### src/rtl/stack_pointer_bank.sv
// stack_pointer_bank: banked, bounds-checked, downward-growing stack pointers.
// Each of NCTX contexts owns a W-bit SP, inclusive lo/hi limits and sticky
// overflow/underflow flags. Push/pop move the SP by a variable byte count.
// Optional feature macro: STACK_SP_WATERMARK_EN adds a per-context low-water
// mark register and the wm_q output port.
module stack_pointer_bank #(
    parameter int W = 16,
    parameter int NCTX = 2,
    parameter logic [W-1:0] RESET_SP = '0,
    localparam int CW = (NCTX > 1) ? $clog2(NCTX) : 1,
    localparam int SZW = $clog2(W / 8) + 1
) (
    input  logic           clk,
    input  logic           rst,
    input  logic [CW-1:0]  ctx,
    input  logic           ld,
    input  logic           push,
    input  logic           pop,
    input  logic [SZW-1:0] nbytes,
    input  logic [W-1:0]   d,
    input  logic           cfg_we,
    input  logic [CW-1:0]  cfg_ctx,
    input  logic [W-1:0]   cfg_lo,
    input  logic [W-1:0]   cfg_hi,
    input  logic           flt_clr,
    output logic [W-1:0]   q,
    output logic           ovf,
    output logic           unf,
    output logic           busy_err
`ifdef STACK_SP_WATERMARK_EN
    ,
    output logic [W-1:0]   wm_q
`endif
);

    logic [W-1:0]    r_sp [NCTX];
    logic [W-1:0]    r_lo [NCTX];
    logic [W-1:0]    r_hi [NCTX];
    logic [NCTX-1:0] r_ovf;
    logic [NCTX-1:0] r_unf;
    logic            r_busyErr;

    logic [CW-1:0]   w_ctxEff;
    logic [CW-1:0]   w_cfgCtxEff;
    logic [W-1:0]    w_nEff;
    logic [W-1:0]    w_spCur;
    logic [W:0]      w_sub;
    logic [W:0]      w_add;
    logic            w_pushRej;
    logic            w_popRej;
    logic [W-1:0]    w_spNext;
    logic            w_setOvf;
    logic            w_setUnf;
    logic            w_spLowered;

    // Fold out-of-range context selects onto context 0 and normalise the byte count
    always_comb begin
        w_ctxEff    = (int'(ctx) < NCTX) ? ctx : '0;
        w_cfgCtxEff = (int'(cfg_ctx) < NCTX) ? cfg_ctx : '0;
        if ((nbytes == '0) || (int'(nbytes) > (W / 8))) begin
            w_nEff = W'(W / 8);
        end else begin
            w_nEff = W'(nbytes);
        end
    end

    // Both candidate results are formed one bit wider so wrap-around shows up as the MSB
    always_comb begin
        w_spCur   = r_sp[w_ctxEff];
        w_sub     = {1'b0, w_spCur} - {1'b0, w_nEff};
        w_add     = {1'b0, w_spCur} + {1'b0, w_nEff};
        w_pushRej = w_sub[W] | (w_sub[W-1:0] < r_lo[w_ctxEff]);
        w_popRej  = w_add[W] | (w_add[W-1:0] > r_hi[w_ctxEff]);
    end

    // Operation priority: load beats a push/pop pair, which cancels, then push, then pop
    always_comb begin
        w_spNext    = w_spCur;
        w_setOvf    = 1'b0;
        w_setUnf    = 1'b0;
        w_spLowered = 1'b0;
        if (ld) begin
            w_spNext    = d;
            w_spLowered = 1'b1;
        end else if (push && pop) begin
            w_spNext = w_spCur;
        end else if (push) begin
            if (w_pushRej) begin
                w_setOvf = 1'b1;
            end else begin
                w_spNext    = w_sub[W-1:0];
                w_spLowered = 1'b1;
            end
        end else if (pop) begin
            if (w_popRej) begin
                w_setUnf = 1'b1;
            end else begin
                w_spNext = w_add[W-1:0];
            end
        end
    end

    // Bank state update; a fault set in the same cycle as a clear leaves the flag set
    always_ff @(posedge clk) begin
        if (rst) begin
            for (int i = 0; i < NCTX; i++) begin
                r_sp[i] <= RESET_SP;
                r_lo[i] <= '0;
                r_hi[i] <= RESET_SP;
            end
            r_ovf     <= '0;
            r_unf     <= '0;
            r_busyErr <= 1'b0;
        end else begin
            r_sp[w_ctxEff] <= w_spNext;
            if (flt_clr) begin
                r_ovf[w_ctxEff] <= 1'b0;
                r_unf[w_ctxEff] <= 1'b0;
            end
            if (w_setOvf) begin
                r_ovf[w_ctxEff] <= 1'b1;
            end
            if (w_setUnf) begin
                r_unf[w_ctxEff] <= 1'b1;
            end
            if (cfg_we) begin
                r_lo[w_cfgCtxEff] <= cfg_lo;
                r_hi[w_cfgCtxEff] <= cfg_hi;
            end
            r_busyErr <= w_setOvf | w_setUnf;
        end
    end

    assign q        = r_sp[w_ctxEff];
    assign ovf      = r_ovf[w_ctxEff];
    assign unf      = r_unf[w_ctxEff];
    assign busy_err = r_busyErr;

`ifdef STACK_SP_WATERMARK_EN
    logic [W-1:0] r_wm [NCTX];

    // Track the deepest SP reached; a fault clear rebases the mark on the post-edge SP
    always_ff @(posedge clk) begin
        if (rst) begin
            for (int i = 0; i < NCTX; i++) begin
                r_wm[i] <= RESET_SP;
            end
        end else begin
            if (w_spLowered && (w_spNext < r_wm[w_ctxEff])) begin
                r_wm[w_ctxEff] <= w_spNext;
            end
            if (flt_clr) begin
                r_wm[w_ctxEff] <= w_spNext;
            end
        end
    end

    assign wm_q = r_wm[w_ctxEff];
`endif

endmodule
### config.mk
export PLATFORM = sky130hd
export DESIGN_NAME = stack_pointer_bank
export DESIGN_NICKNAME = d
export VERILOG_FILES = /design/src/rtl/stack_pointer_bank.sv
export SDC_FILE = /design/constraint.sdc
export NUM_CORES = 1
export LEC_CHECK = 0
export ABC_AREA = 1
export CELL_PAD_IN_SITES_DETAIL_PLACEMENT = 0
export CELL_PAD_IN_SITES_GLOBAL_PLACEMENT = 1
export CORE_MARGIN = 3
export CORE_UTILIZATION = 39
export DETAILED_ROUTE_END_ITERATION = 16
export PLACE_DENSITY_LB_ADDON = 0.1
export REMOVE_ABC_BUFFERS = 1
export SETUP_SLACK_MARGIN = 0.4
export SLEW_MARGIN = 20
export SYNTH_ARGS = -nofsm -noshare
export SYNTH_HDL_FRONTEND = slang
export SYNTH_SLANG_ARGS = --single-unit
### constraint.sdc
create_clock -name clk -period 5.5 [get_ports clk]
set_input_delay 1.65 -clock clk [delete_from_list [all_inputs] [get_ports clk]]
set_output_delay 1.65 -clock clk [all_outputs]
set_load 0.05 [all_outputs]
Word-level counts from Yosys, hierarchy flattened
Memories as Yosys holds them, arrays and structs flattened.
Cells that the tools add are included.

storage, ports and cells
  input port bits = 59
  memories kept = 3
  register bits after elaboration = 5
  RAM bits = 96

memories
  memory  depth  bits a word  read ports  clocked after memory_dff  write ports  RTL line  source
  r_hi    2      16           1           0                         2            38        logic [W-1:0] r_hi [NCTX];
  r_lo    2      16           1           0                         2            37        logic [W-1:0] r_lo [NCTX];
  r_sp    2      16           1           0                         2            36        logic [W-1:0] r_sp [NCTX];

cells by class
  bitwise operators = 8
  $lt $le $gt $ge = 5
  add/subtract/negate cells = 2
  reductions and logical operators = 7
  muxes and demuxes = 43

operator list
  kind                  number
  $mux W16              9
  $reduce_or A16 Y1     3
  $mux W1               26
  $add A16 B16 Y17      1
  $sub A16 B16 Y17      1
  $gt A16 B16 Y1        1
  $lt A16 B16 Y1        1
  $mux W2               7
  $and A2 B2 Y2         2
  $or A2 B2 Y2          2
  $or A1 B1 Y1          3
  $gt A2 B2 Y1 const B  1
  $logic_and A1 B1 Y1   2
  $logic_not A2 Y1      1
  $lt A1 B2 Y1 const B  1
  $not A2 Y2            1
  $demux W1 S1          1
  $ge A1 B1 Y1 const B  1
  $logic_or A1 B1 Y1    1

Depth between registers and ports, before layout
  depth after elaboration = 12
  mapped depth = 32
  depth with buffers taken out = 28

Worst setup path before layout
Ideal clock, no wire load.

  kind = input -> register
  from = input port ctx
  to = memory r_sp[0][12] (data pin)
  required time = 5201 ps
  data arrival time = 5348 ps
  stages = 27
  buffers on the path = 4
  path slack = -147 ps
  cells stage by stage = buf_6 > buf_6 > clkbuf_1 > nand2_1 > nand2_1 > inv_1 > ha_1 > fa_1 > inv_1 > nor2_2 > nand3_1 > or2_1 > xor2_1 > inv_1 > ha_1 > nand2_1 > inv_1 > nand3_1 > nor3_1 > nand2_1 > nand2_1 > buf_2 > nand3_1 > nand3_1 > nand2_1 > nand2_1 > a21oi_1

RTL lines
  element      RTL line  source
  from (decl)  15        input logic [CW-1:0] ctx,
  to (decl)    36

Worst setup path in the final report
  from = input port ctx
  to = output port q[14]

between the ends
  longest elaborated chain between the ends = 1

ends and longest elaborated chain
  element         RTL line  source
  $mem_v2 Z2 W16  -
  to (decl)       26        output logic [W-1:0] q,

Every way passes these cells.

==> run metrics <==
critical path class input port to output pin; vias in the first global route 5757; Initial DRT Pass Iterations 5; CP Max Fanout 20; Fin Clk Skew 0.00935 ns; CORE AREA 17400 um^2; count of cell types in the netlist 40; clk buf depth 2; Die H 139 um; WP buf/inv 4; CTS Hold Bufs 0; # DRC 0; setup ws final 0.474 ns; Worst EP arrival 3.38 ns; CTS Sinks 101; met1 usage 28.6%; dpl ws -0.203 ns; Cell Chain, Critical Path clkbuf_4 -> buf_4 -> o21ai_2 -> inv_1 -> clkdlybuf4s50_1; Power per Cell Area 266 nW/um^2; vias per cell 5.01; register area share after synthesis 42.9%; share of layout cells above drive strength 1 20.4%; first-pass GRT wire length 30900 um; commonest non-fill, non-tap cells in the layout nand2_1 (179), inv_1 (105), nor2_1 (99); HPWL Detailed 14600 um; die area 19500 um^2; aggregate global-route resource usage 19.9%; Hold Slack 0.495 ns; Startpoint Class input port; Req. time, crit path 3.85 ns; Tcrit/Tclk final 91.4%; Top Ports 78; met3 GRT Util 2.75%; Worst-Margin Slew 0.666 ns; H-tree lvl count 3; cell area after layout 8900 um^2; Root Buffer clkbuf_16; GRT Max-Usage Layer met2; fmax 0.199 GHz; EDFF count, synth 96; RSZ-0062 raised after global routing true; Post-DP Area 8110 um^2; pin count of the biggest net entering global routing 34; Routed Antenna Nets 0; initial drt markers 323; Synth-to-Final Area Change 28.0%; Post-synth ARST share 0%; max cap viols 0; outcome completed; routed via count 5953; CTS tree built; Max IR drop VDD 161 uV; nature of the critical path endpoint output pin; initial antenna violation count 0; final hold vios 0; row count 48; clk slew on worst S/H paths 0.08 ns; CP peak stage delay 0.86 ns; final setup violation count 0; Most used DFF post-synth edfxtp_1; total wire length 19800 um; I/O Buffers 77; ANT cells 0; Nets 1055; worst min path class flip-flop to flip-flop; post-route minimum period 5.03 ns; GR Layer Usage met2 31.2%; synth warn 0; Seq cells post-synth 101; cts bufs inserted 9; commonest non-fill, non-tap cell in the layout nand2_1; fin. max-slew vios 0; TNS Setup 0 ns; Max transition margin 55.5%; Initial Utilization 40.0%; Worst-Skew Late Latency 0.36 ns; post-synthesis area per instance 8.15 um^2; Static Leak 4.11 nW; routed length per instance 16.7 um; CP max stage cell clkdlybuf4s50_1; gp weighted congestion 0.908; Die Wd 139 um; grt total ovfl 0; Post-Syn Area 6950 um^2; CP delay by family, top buffers and inverters; Pwr Total 2.37 mW; cells after synthesis 853
-- Yosys cell counts (2+ instances only) --
| cell | count | area [um^2] |
|---|---|---|
| nand2_1 | 204 | 766 |
| inv_1 | 114 | 428 |
| nor2_1 | 106 | 398 |
| edfxtp_1 | 96 | 2880 |
| nand3_1 | 61 | 305 |
| a21oi_1 | 41 | 205 |
| ha_1 | 35 | 438 |
| mux2i_1 | 30 | 300 |
| o21ai_0 | 24 | 120 |
| nand4_1 | 18 | 113 |
| clkbuf_1 | 17 | 63.8 |
| xor2_1 | 16 | 140 |
| nand2_2 | 13 | 81.3 |
| buf_6 | 6 | 67.6 |
| inv_2 | 6 | 22.5 |
| clkinv_1 | 5 | 18.8 |
| dfxtp_1 | 5 | 100 |
| nand2_4 | 5 | 56.3 |
| nor2_2 | 5 | 31.3 |
| o211ai_1 | 5 | 37.5 |
| or2_2 | 5 | 31.3 |
| nor3_1 | 4 | 20.0 |
| buf_1 | 3 | 11.3 |
| buf_2 | 3 | 15.0 |
| nand3_2 | 3 | 30.0 |
| nand3b_1 | 3 | 22.5 |
| a21o_1 | 2 | 15.0 |
| buf_8 | 2 | 30.0 |
| fa_1 | 2 | 40.0 |
| nor3_2 | 2 | 20.0 |
| nor3_4 | 2 | 32.5 |
| o21ai_4 | 2 | 32.5 |
-- path summary, 6_finish.rpt --
path	startpoint	to	slack [ns]	cells after the start
max	ctx	q[14]	0.47	5
min	r_unf[0]	r_unf[0]	0.50	2
max reg2reg	r_sp[1][0]	r_sp[1][9]	1.68	23
min reg2reg	r_unf[0]	r_unf[0]	0.50	2
-- per-layer routing --
metal,up-vias,wire [um],part of all wire (%)
met1,2796,9230,47
met3,22,880,4.4
met4,0,338,1.7
li1,2994,-,-
met5,-,0,0
met2,141,9350,47
-- timing repair --
action,4_1_cts,5_1_grt
setup buffers,0,9
pin swaps,1,33
gates cloned,0,3
gates resized for setup,9,93
setup endpoints to repair,32,39
-- metrics by stage --
stage / cells / util, %
2_1_floorplan: 822 / -
3_3_place_gp: 1161 / 46.7
3_5_place_dp: 1161 / 46.7
4_1_cts: 1176 / 48.5
5_1_grt: 1188 / 51.3
6_report: 1188 / 51.3
-- kinds of logic after synthesis --
logic type      after synthesis  synth area share [%]
mux                          30                  4.32
fa+ha+maj                    37                  6.88
compound gates               76                  6.14
xor+xnor                     17                  2.14
simple gates                435                  28.0
buf+inv                     157                  9.58
flops                       101                  42.9
-- registers in the layout, indices dropped and copies added (netlist names), named ones only --
register  count
r_ovf         1
r_sp         32
r_unf         2
busy_err      1
r_hi         32
r_lo         32
-- where the power goes --
group / leakage, nW / total [mW] / internal (mW) / switching (mW)
Clock: 0.136 / 0.631 / 0.315 / 0.316
Combinational: 2.95 / 0.814 / 0.313 / 0.501
Sequential: 1.02 / 0.921 / 0.905 / 0.0154
-- worst min-delay path, cell delays in order, from the launching register on --
cell     delay [ns]
dfxtp_1        0.33
nand3_1        0.07
o21ai_0        0.07
-- cell type report --
cell class | instances | area, um^2
Fill cell | 1698 | 8460
Multi-Input combinational cell | 595 | 3670
Sequential cell | 101 | 2980
Timing Repair Buffer | 126 | 1210
Inverter | 126 | 478
Tap cell | 225 | 282
Clock buffer | 9 | 225
Clock inverter | 6 | 56.3
No activity file was read; power rests on OpenSTA's default activity.
